**config.mk**
```make
export PLATFORM = sky130hd
export DESIGN_NAME = otter_io_timer
export DESIGN_NICKNAME = d
export VERILOG_FILES = /design/src/rtl/otter_io_pkg.sv /design/src/rtl/otter_io_prescaler.sv /design/src/rtl/otter_io_timer.sv
export SDC_FILE = /design/constraint.sdc
export NUM_CORES = 1
export LEC_CHECK = 0
export ABC_CLOCK_PERIOD_IN_PS = 3600
export BUFFER_PORTS_ARGS = -buffer_cell sky130_fd_sc_hd__clkbuf_2
export CORE_AREA = 2 2 107 109
export CTS_BUF_LIST = sky130_fd_sc_hd__clkbuf_16
export DETAILED_ROUTE_END_ITERATION = 12
export DIE_AREA = 0 0 109 111
export GPL_TIMING_DRIVEN = 0
export PLACE_DENSITY = 0.78
export SETUP_SLACK_MARGIN = 0.02
export SLEW_MARGIN = 25
export SYNTH_ARGS = -nofsm -noshare
export SYNTH_HDL_FRONTEND = slang
export SYNTH_SLANG_ARGS = --single-unit
```
**constraint.sdc**
```tcl
create_clock -name CLK -period 3.6 [get_ports CLK]
set_clock_uncertainty 0.05 [all_clocks]
set_input_delay 0.54 -clock CLK [delete_from_list [all_inputs] [get_ports CLK]]
set_output_delay 0.54 -clock CLK [all_outputs]
set_load 0.02 [all_outputs]
```
**src/rtl/otter_io_pkg.sv**
```systemverilog
// Shared constants, state type and small helpers for the OTTER IOBUS timer.
// Imported by the prescaler and the timer top level.
package otter_io_pkg;

    // Register offsets within the 16-byte window
    localparam logic [3:0] TMR_CSR    = 4'h0;
    localparam logic [3:0] TMR_PRESC  = 4'h4;
    localparam logic [3:0] TMR_RELOAD = 4'h8;
    localparam logic [3:0] TMR_COUNT  = 4'hC;

    localparam int CSR_EN   = 0;
    localparam int CSR_AR   = 1;
    localparam int CSR_IE   = 2;
    localparam int CSR_PEND = 8;

    typedef enum logic {
        IDLE = 1'b0,
        RUN  = 1'b1
    } tmr_state_t;

    // The window is 16 bytes; only word-aligned accesses decode.
    function automatic logic windowHit(input logic [27:0] addrHi,
                                       input logic [1:0]  addrLo,
                                       input logic [27:0] baseHi);
        return (addrHi == baseHi) && (addrLo == 2'b00);
    endfunction

    function automatic logic [31:0] csrImage(input logic en,
                                             input logic ar,
                                             input logic ie,
                                             input logic pend);
        logic [31:0] v;
        v           = '0;
        v[CSR_EN]   = en;
        v[CSR_AR]   = ar;
        v[CSR_IE]   = ie;
        v[CSR_PEND] = pend;
        return v;
    endfunction

endpackage

```
**src/rtl/otter_io_prescaler.sv**
```systemverilog
// Clock divider for the IO timer: emits a one-cycle tick every div+1 clocks
// while run is high, and sits at zero otherwise.
module otter_io_prescaler
    import otter_io_pkg::*;
(
    input  logic       CLK,
    input  logic       RST,
    input  logic       run,
    input  logic       clear,
    input  logic [7:0] div,
    output logic       tick
);

    logic [7:0] pcnt;

    // Comparing with >= lets a smaller divide value written mid-period
    // fire on the very next clock instead of waiting for a wrap.
    assign tick = run && (pcnt >= div);

    always_ff @(posedge CLK or posedge RST) begin
        if (RST) begin
            pcnt <= '0;
        end else if (!run || clear || tick) begin
            pcnt <= '0;
        end else begin
            pcnt <= pcnt + 8'd1;
        end
    end

endmodule

```
**src/rtl/otter_io_timer.sv**
```systemverilog
// Memory-mapped down-counting timer on the OTTER IOBUS: CSR, prescaler,
// reload and live count registers, with a level interrupt on expiry.
module otter_io_timer
    import otter_io_pkg::*;
#(
    parameter logic [31:0] BASE_ADDR = 32'h1100_0100
) (
    input  logic        CLK,
    input  logic        RST,
    input  logic [31:0] IOBUS_ADDR,
    input  logic [31:0] IOBUS_OUT,
    input  logic        IOBUS_WR,
    output logic [31:0] IOBUS_IN,
    output logic        INTR
);

    tmr_state_t  state;
    tmr_state_t  stateNext;

    logic        hit;
    logic        wrHit;
    logic        csrWr;
    logic        prescWr;
    logic        reloadWr;
    logic        countWr;

    logic        ar;
    logic        ie;
    logic        pend;
    logic [7:0]  presc;
    logic [31:0] reload;
    logic [31:0] count;

    logic        running;
    logic        startWrite;
    logic        stopWrite;
    logic        tick;
    logic        expiry;
    logic        doReload;
    logic        prescClear;

    assign hit      = windowHit(IOBUS_ADDR[31:4], IOBUS_ADDR[1:0], BASE_ADDR[31:4]);
    assign wrHit    = IOBUS_WR && hit;
    assign csrWr    = wrHit && (IOBUS_ADDR[3:0] == TMR_CSR);
    assign prescWr  = wrHit && (IOBUS_ADDR[3:0] == TMR_PRESC);
    assign reloadWr = wrHit && (IOBUS_ADDR[3:0] == TMR_RELOAD);
    assign countWr  = wrHit && (IOBUS_ADDR[3:0] == TMR_COUNT);

    assign startWrite = csrWr && IOBUS_OUT[CSR_EN];
    assign stopWrite  = csrWr && !IOBUS_OUT[CSR_EN];

    // A COUNT write overrides a coincident tick, so that tick cannot expire.
    assign expiry   = tick && (count == 32'd0) && !countWr;
    assign doReload = expiry && ar && !stopWrite;

    assign prescClear = countWr || (startWrite && (state == IDLE));

    otter_io_prescaler u_prescaler (
        .CLK   (CLK),
        .RST   (RST),
        .run   (running),
        .clear (prescClear),
        .div   (presc),
        .tick  (tick)
    );

    always_ff @(posedge CLK or posedge RST) begin
        if (RST) begin
            state <= IDLE;
        end else begin
            state <= stateNext;
        end
    end

    // An explicit CSR write decides EN even when a one-shot expiry coincides.
    always_comb begin
        stateNext = state;
        case (state)
            IDLE: begin
                if (startWrite) begin
                    stateNext = RUN;
                end
            end
            RUN: begin
                if (stopWrite) begin
                    stateNext = IDLE;
                end else if (!startWrite && expiry && !ar) begin
                    stateNext = IDLE;
                end
            end
            default: stateNext = IDLE;
        endcase
    end

    always_comb begin
        running = (state == RUN);
    end

    always_ff @(posedge CLK or posedge RST) begin
        if (RST) begin
            ar     <= 1'b0;
            ie     <= 1'b0;
            presc  <= '0;
            reload <= '0;
        end else begin
            if (csrWr) begin
                ar <= IOBUS_OUT[CSR_AR];
                ie <= IOBUS_OUT[CSR_IE];
            end
            if (prescWr) begin
                presc <= IOBUS_OUT[7:0];
            end
            if (reloadWr) begin
                reload <= IOBUS_OUT;
            end
        end
    end

    // Expiry outranks a write-1-to-clear so no event is ever lost.
    always_ff @(posedge CLK or posedge RST) begin
        if (RST) begin
            pend <= 1'b0;
        end else if (expiry) begin
            pend <= 1'b1;
        end else if (csrWr && IOBUS_OUT[CSR_PEND]) begin
            pend <= 1'b0;
        end
    end

    always_ff @(posedge CLK or posedge RST) begin
        if (RST) begin
            count <= '0;
        end else if (countWr) begin
            count <= IOBUS_OUT;
        end else if (tick) begin
            if (count != 32'd0) begin
                count <= count - 32'd1;
            end else if (doReload) begin
                count <= reload;
            end
        end
    end

    assign INTR = pend && ie;

    always_comb begin
        IOBUS_IN = '0;
        if (hit) begin
            case (IOBUS_ADDR[3:0])
                TMR_CSR:    IOBUS_IN = csrImage(running, ar, ie, pend);
                TMR_PRESC:  IOBUS_IN = {24'd0, presc};
                TMR_RELOAD: IOBUS_IN = reload;
                TMR_COUNT:  IOBUS_IN = count;
                default:    IOBUS_IN = '0;
            endcase
        end
    end

endmodule
```
After elaboration in Yosys (flattened, before gate mapping)

Index checks and enable logic that the tools add are counted.

Muxes and demuxes: 13
Eq/ne operators: 4
Order comparisons: 1
Bitwise logic cells: 1
$add $sub $neg: 2
Reduce and logical (&&, ||, !) cells: 35

Operators by type and width:

| cell                                                   | count |
|---|---|
| two-way mux 32 bit                                     | 5 |
| case mux 32 bit (4 select lines)                       | 1 |
| logical NOT 32 bit                                     | 1 |
| nonzero test 32 bit                                    | 1 |
| subtractor 32 x 1 -> 32 bit (second input constant)    | 1 |
| equality test 28 x 25 -> 1 bit (second input constant) | 1 |
| logical AND 1 bit                                      | 18 |
| adder 8 x 1 -> 8 bit (second input constant)           | 1 |
| equality test 4 bit (second input constant)            | 2 |
| >= comparator 8 bit                                    | 1 |
| two-way mux 8 bit                                      | 1 |
| logical NOT 1 bit                                      | 6 |
| two-way mux 1 bit                                      | 5 |
| equality test 4 x 3 -> 1 bit (second input constant)   | 1 |
| logical NOT 4 bit                                      | 1 |
| nonzero test 2 bit                                     | 2 |
| logical OR 1 bit                                       | 3 |
| nonzero test 3 bit                                     | 1 |
| logical NOT 2 bit                                      | 1 |
| case mux 1 bit (2 select lines)                        | 1 |
| AND reduction 2 bit                                    | 1 |
| inverter 1 bit                                         | 1 |

Flip-flop bits (word level): 84
Input port bits: 67
Output and inout bits: 33

Depth between registers and ports, before layout

Depth after elaboration: 12
Gate-level depth with buffers: 11
Depth with buffers taken out: 9

Cells and area by module

A second synthesis with hierarchy kept.

Cell total of the unflattened synthesis: 597
Area total of the unflattened synthesis: 5381.4 µm²

By module, submodules not included:

| module             | area an instance (µm²) | cells an instance | instances |
|---|---|---|---|
| otter_io_timer     | 4808.4                 | 536               | 1 |
| otter_io_prescaler | 573.0                  | 61                | 1 |

Least setup slack after synthesis

OpenSTA, ideal clock, no wires.

Path kind: input-to-output
From: in IOBUS_ADDR[25]
To: out IOBUS_IN[2]
Cell stages on the path: 6
Slack: 1033 ps
Arrival: 1977 ps
Buffers on the path: 2
Cell sequence: nor4b_1 > nand4_1 > or2_2 > clkbuf_1 > clkbuf_1 > a21oi_1

Word-level cells in the longest chain between the ends: 3

Ends and longest elaborated chain:

| element                        | line                  | RTL |
|---|---|---|
| start, declared                | otter_io_timer.sv:10  | `input logic [31:0] IOBUS_ADDR,` |
| equality test 28 x 25 -> 1 bit | otter_io_pkg.sv:25    | `return (addrHi == baseHi) && (addrLo == 2'b00);` |
| logical AND 1 bit              | otter_io_pkg.sv:25    |  |
| two-way mux 32 bit             | otter_io_timer.sv:148 | `if (hit) begin` |
| end, declared                  | otter_io_timer.sv:13  | `output logic [31:0] IOBUS_IN,` |

No other way between the ends.

Worst setup path in the final report

From: in IOBUS_ADDR[1]
To: out IOBUS_IN[7]

Word-level cells in the longest chain between the ends: 3
Elaborated cells on any way between the ends: 8
Those cells by class: eq/ne: 3; mux: 2; reduce/logical: 3

Ends and longest elaborated chain:

| element                                                                      | line                                      | RTL |
|---|---|---|
| equality test 4 bit (tied with other cells)                                  | otter_io_timer.sv:149                     | `case (IOBUS_ADDR[3:0])` |
| case mux 32 bit (4 select lines) / logical AND 1 bit (equally long branches) | otter_io_timer.sv:149, otter_io_pkg.sv:25 |  |
| two-way mux 32 bit (*)                                                       | otter_io_timer.sv:148                     |  |

Mark *: on every way between the ends. The rest lies on a longest branch, timed or not.

==> results.md <==
- Total power: 1860 uW
- Setup violators final: 0
- # IOs: 100
- Critical Path AT: 2.73 ns
- Vias: 5260
- Yosys top cell area share: 0.396
- Crit-path slowest cell: clkbuf_1
- Synth area leaders: dfrtp_1 (40%), mux2_2 (8.3%), a22oi_1 (4.9%)
- Sequential share of the synthesized area: 0.396
- Worst slew pin tran: 1.05 ns
- Synth Flop Type: dfrtp_1
- Final antenna-violating net count: 0
- # Max-Cap Violations: 0
- Router iterations before antenna repair: 5
- First-pass GRT wire length: 26600 um
- CTS tree: done
- Cell Area, Synth: 0.00531 mm^2
- Syn Nets: 670
- # port buffers: 98
- Worst endpoint required time: 3.01 ns
- Hold WC Path Type: in2async
- Crit. Startpoint: IOBUS_ADDR[1]
- Vias in the first global route: 5280
- Clock sinks: 84
- WS Path Type: in2out
- CTS Root Cell: clkbuf_16
- Leak pwr: 0.00290 uW
- Antenna Cells: 0
- Syn Inst Count: 592
- Top-count cell post-synth: dfrtp_1
- Gr usage total: 0.285
- Crit end category: primary output
- Worst-case clock buffer depth: 2
- Maximum number of pins on one net before global-route repair: 60
- Setup Buffers After CTS: 0
- Cell variety after synth: 62
- Num CTS Buffers: 9
- Max Slew Vio Count: 0
- Number of flops mapped to enable cells by yosys: 0
- Cell Chain, Critical Path: clkbuf_2, nor2_1, nand2_1, nor2_1, clkbuf_1, a22oi_1, a21oi_1, clkbuf_2
- Normalized max-slew margin: 0.292
- Gpl congestion: 0.935
- First-iteration detailed-routing DRC count: 462
- Final period util: 0.922
- Mean routed wirelength per cell: 19.6 um
- Drt drc: 0
- PwrDens: 297 mW/mm^2
- Initial antenna violation count: 0
- Ratio of cells with drive above 1 in the final layout: 0.255
- Crit-path leading delay family: buffers and inverters
- Area grow syn2layout: 17.9%
- Reg2reg start: count[5]
- # nets final: 780
- Die W: 109 um
- Initial core utilization: 0.479
- FP Rows: 39
- Fin crit period: 3.32 ns
- Status: finished clean
- Async SR Flop Fraction: 1.00
- VDD IR max: 0.000248 V
- CTS Hold Buffers Added: 0
- Core area: 0.0111 mm^2
- CTS clk-pin slew, worst paths: 0.06 ns
- RSZ-0062 raised after global routing: false
- Final WL: 16700 um
- CP Buf/Inv Count: 3
- Achievable Freq: 301 MHz
- Final hold vios: 0
- Slowest cell delay on critical path: 0.59 ns
- Global route total overflow: 0
- Largest area contributor in the netlist: dfrtp_1
- CTS H-tree lvls: 3
- Ys Warns: 0
- DP Cell Count: 834
- Synth Register Bits: 84
- Synthesized area per cell: 8.97 um^2
- Layout Cells excl Fill: 849
- Clk_lat worst skew: 0.36 ns
- Nature of the critical path startpoint: input port
- Full die area: 0.0121 mm^2
- Post_cts resized: 0
- Via density: 6.20
- Die Y: 111 um
- Most instantiated cells after synthesis: dfrtp_1 (84), nor2_1 (69), nand2_1 (53), mux2_2 (39), a21oi_1 (36)
- Post-detail-place hpwl: 11900 um
- CP Max Fanout: 10
-- worst register-to-register path, cell delays in order (launching register included) --
cell and delay, ns:
dfrtp_1 0.45, or3_1 0.36, buf_2 0.16, nor4_1 0.90
nand3_1 0.21, xnor2_1 0.18, a22o_1 0.19, a221oi_1 0.26
nor2_1 0.08
-- kinds of logic (layout without fill, tap and decap cells) --
group           Yosys count  in the layout  synth area share
compound gates          161            161             0.204
xor+xnor                 20             20            0.0330
fa+ha+maj                11             11            0.0259
buf+inv                  57            171            0.0450
flops                    84             84             0.396
mux                      40             40            0.0846
simple gates            219            219             0.212
-- path summary, 6_finish.rpt --
check,to,slack (ns),cells after the start
hold / removal,ie,0.08,2
min in group CLK,count[30],0.34,3
setup reg to reg,count[28],0.63,8
setup / recovery,IOBUS_IN[7],0.28,8
hold reg to reg,reload[8],0.47,2
max in group asynchronous,count[16],2.85,3
-- sequential cells by signal, summed over array words and instances (netlist names) --
| signal | flops |
|---|---|
| pend | 1 |
| running | 1 |
| ar | 1 |
| reload | 32 |
| count | 32 |
| u_prescaler.pcnt | 8 |
| ie | 1 |
| presc | 8 |
-- report_power, final --
part	switching, uW	leakage [uW]	internal [uW]
clock	379	0.000133	451
sequential	0.00000839	0.00113	944
combinational	53.1	0.00164	33.9
total	432	0.00290	1430
-- area by class of cell --
type,instances,area [um^2]
fillers,1010,4810
multi-input cells,451,2970
flip-flops and latches,84,2100
repair buffers,99,518
clock buffers,9,225
well taps,143,179
plain buffers,38,168
inverters,19,76.3
clock inverters,6,25.0
-- metal layers --
metal / track usage / vias up / part of all wire
met5: 0 / - / 0
met4: 0.110 / 0 / 0.025
met3: 0.0688 / 40 / 0.080
met2: 0.472 / 257 / 0.50
met1: 0.354 / 2578 / 0.39
li1: - / 2385 / -
-- per-stage QoR --
step | area [um^2] | utilization | worst slack, ns | TNS (ns) | hold slack, ns
CTS | 6260 | 0.565 | 0.381 | 0 | 0.0891
finish | 6260 | 0.565 | 0.280 | 0 | 0.0792
detailed placement | 6010 | 0.543 | 0.390 | 0 | 0.458
floorplan | 5310 | - | 0.845 | 0 | 0.417
global placement | 5980 | 0.540 | -0.194 | -15.84 | 0.448
global route | 6260 | 0.565 | 0.146 | 0 | 0.101
-- placed cells by master (no fill, tap or decap), types with 3 or more instances in the layout --
cell type	count
xor2_1	12
a22oi_1	35
a31oi_1	13
inv_1	20
dfrtp_1	84
o31ai_1	3
nor4_1	10
nand4_1	6
o22ai_1	3
a21oi_1	36
and3_1	6
o21ai_0	16
buf_4	3
nand2b_1	3
a21o_1	7
nor2_1	69
and2_1	3
buf_2	5
clkbuf_1	28
clkbuf_2	98
o31ai_2	3
o21ai_1	7
nor4b_1	4
clkbuf_16	9
o211ai_1	10
a22o_1	10
nand2_1	53
nor4_2	3
xnor2_1	8
a221oi_1	3
ha_1	11
or3_1	8
a211oi_1	5
nand3_1	20
or4_1	3
nor3_1	11
mux2_2	39
(Power assumes the default switching activity.)
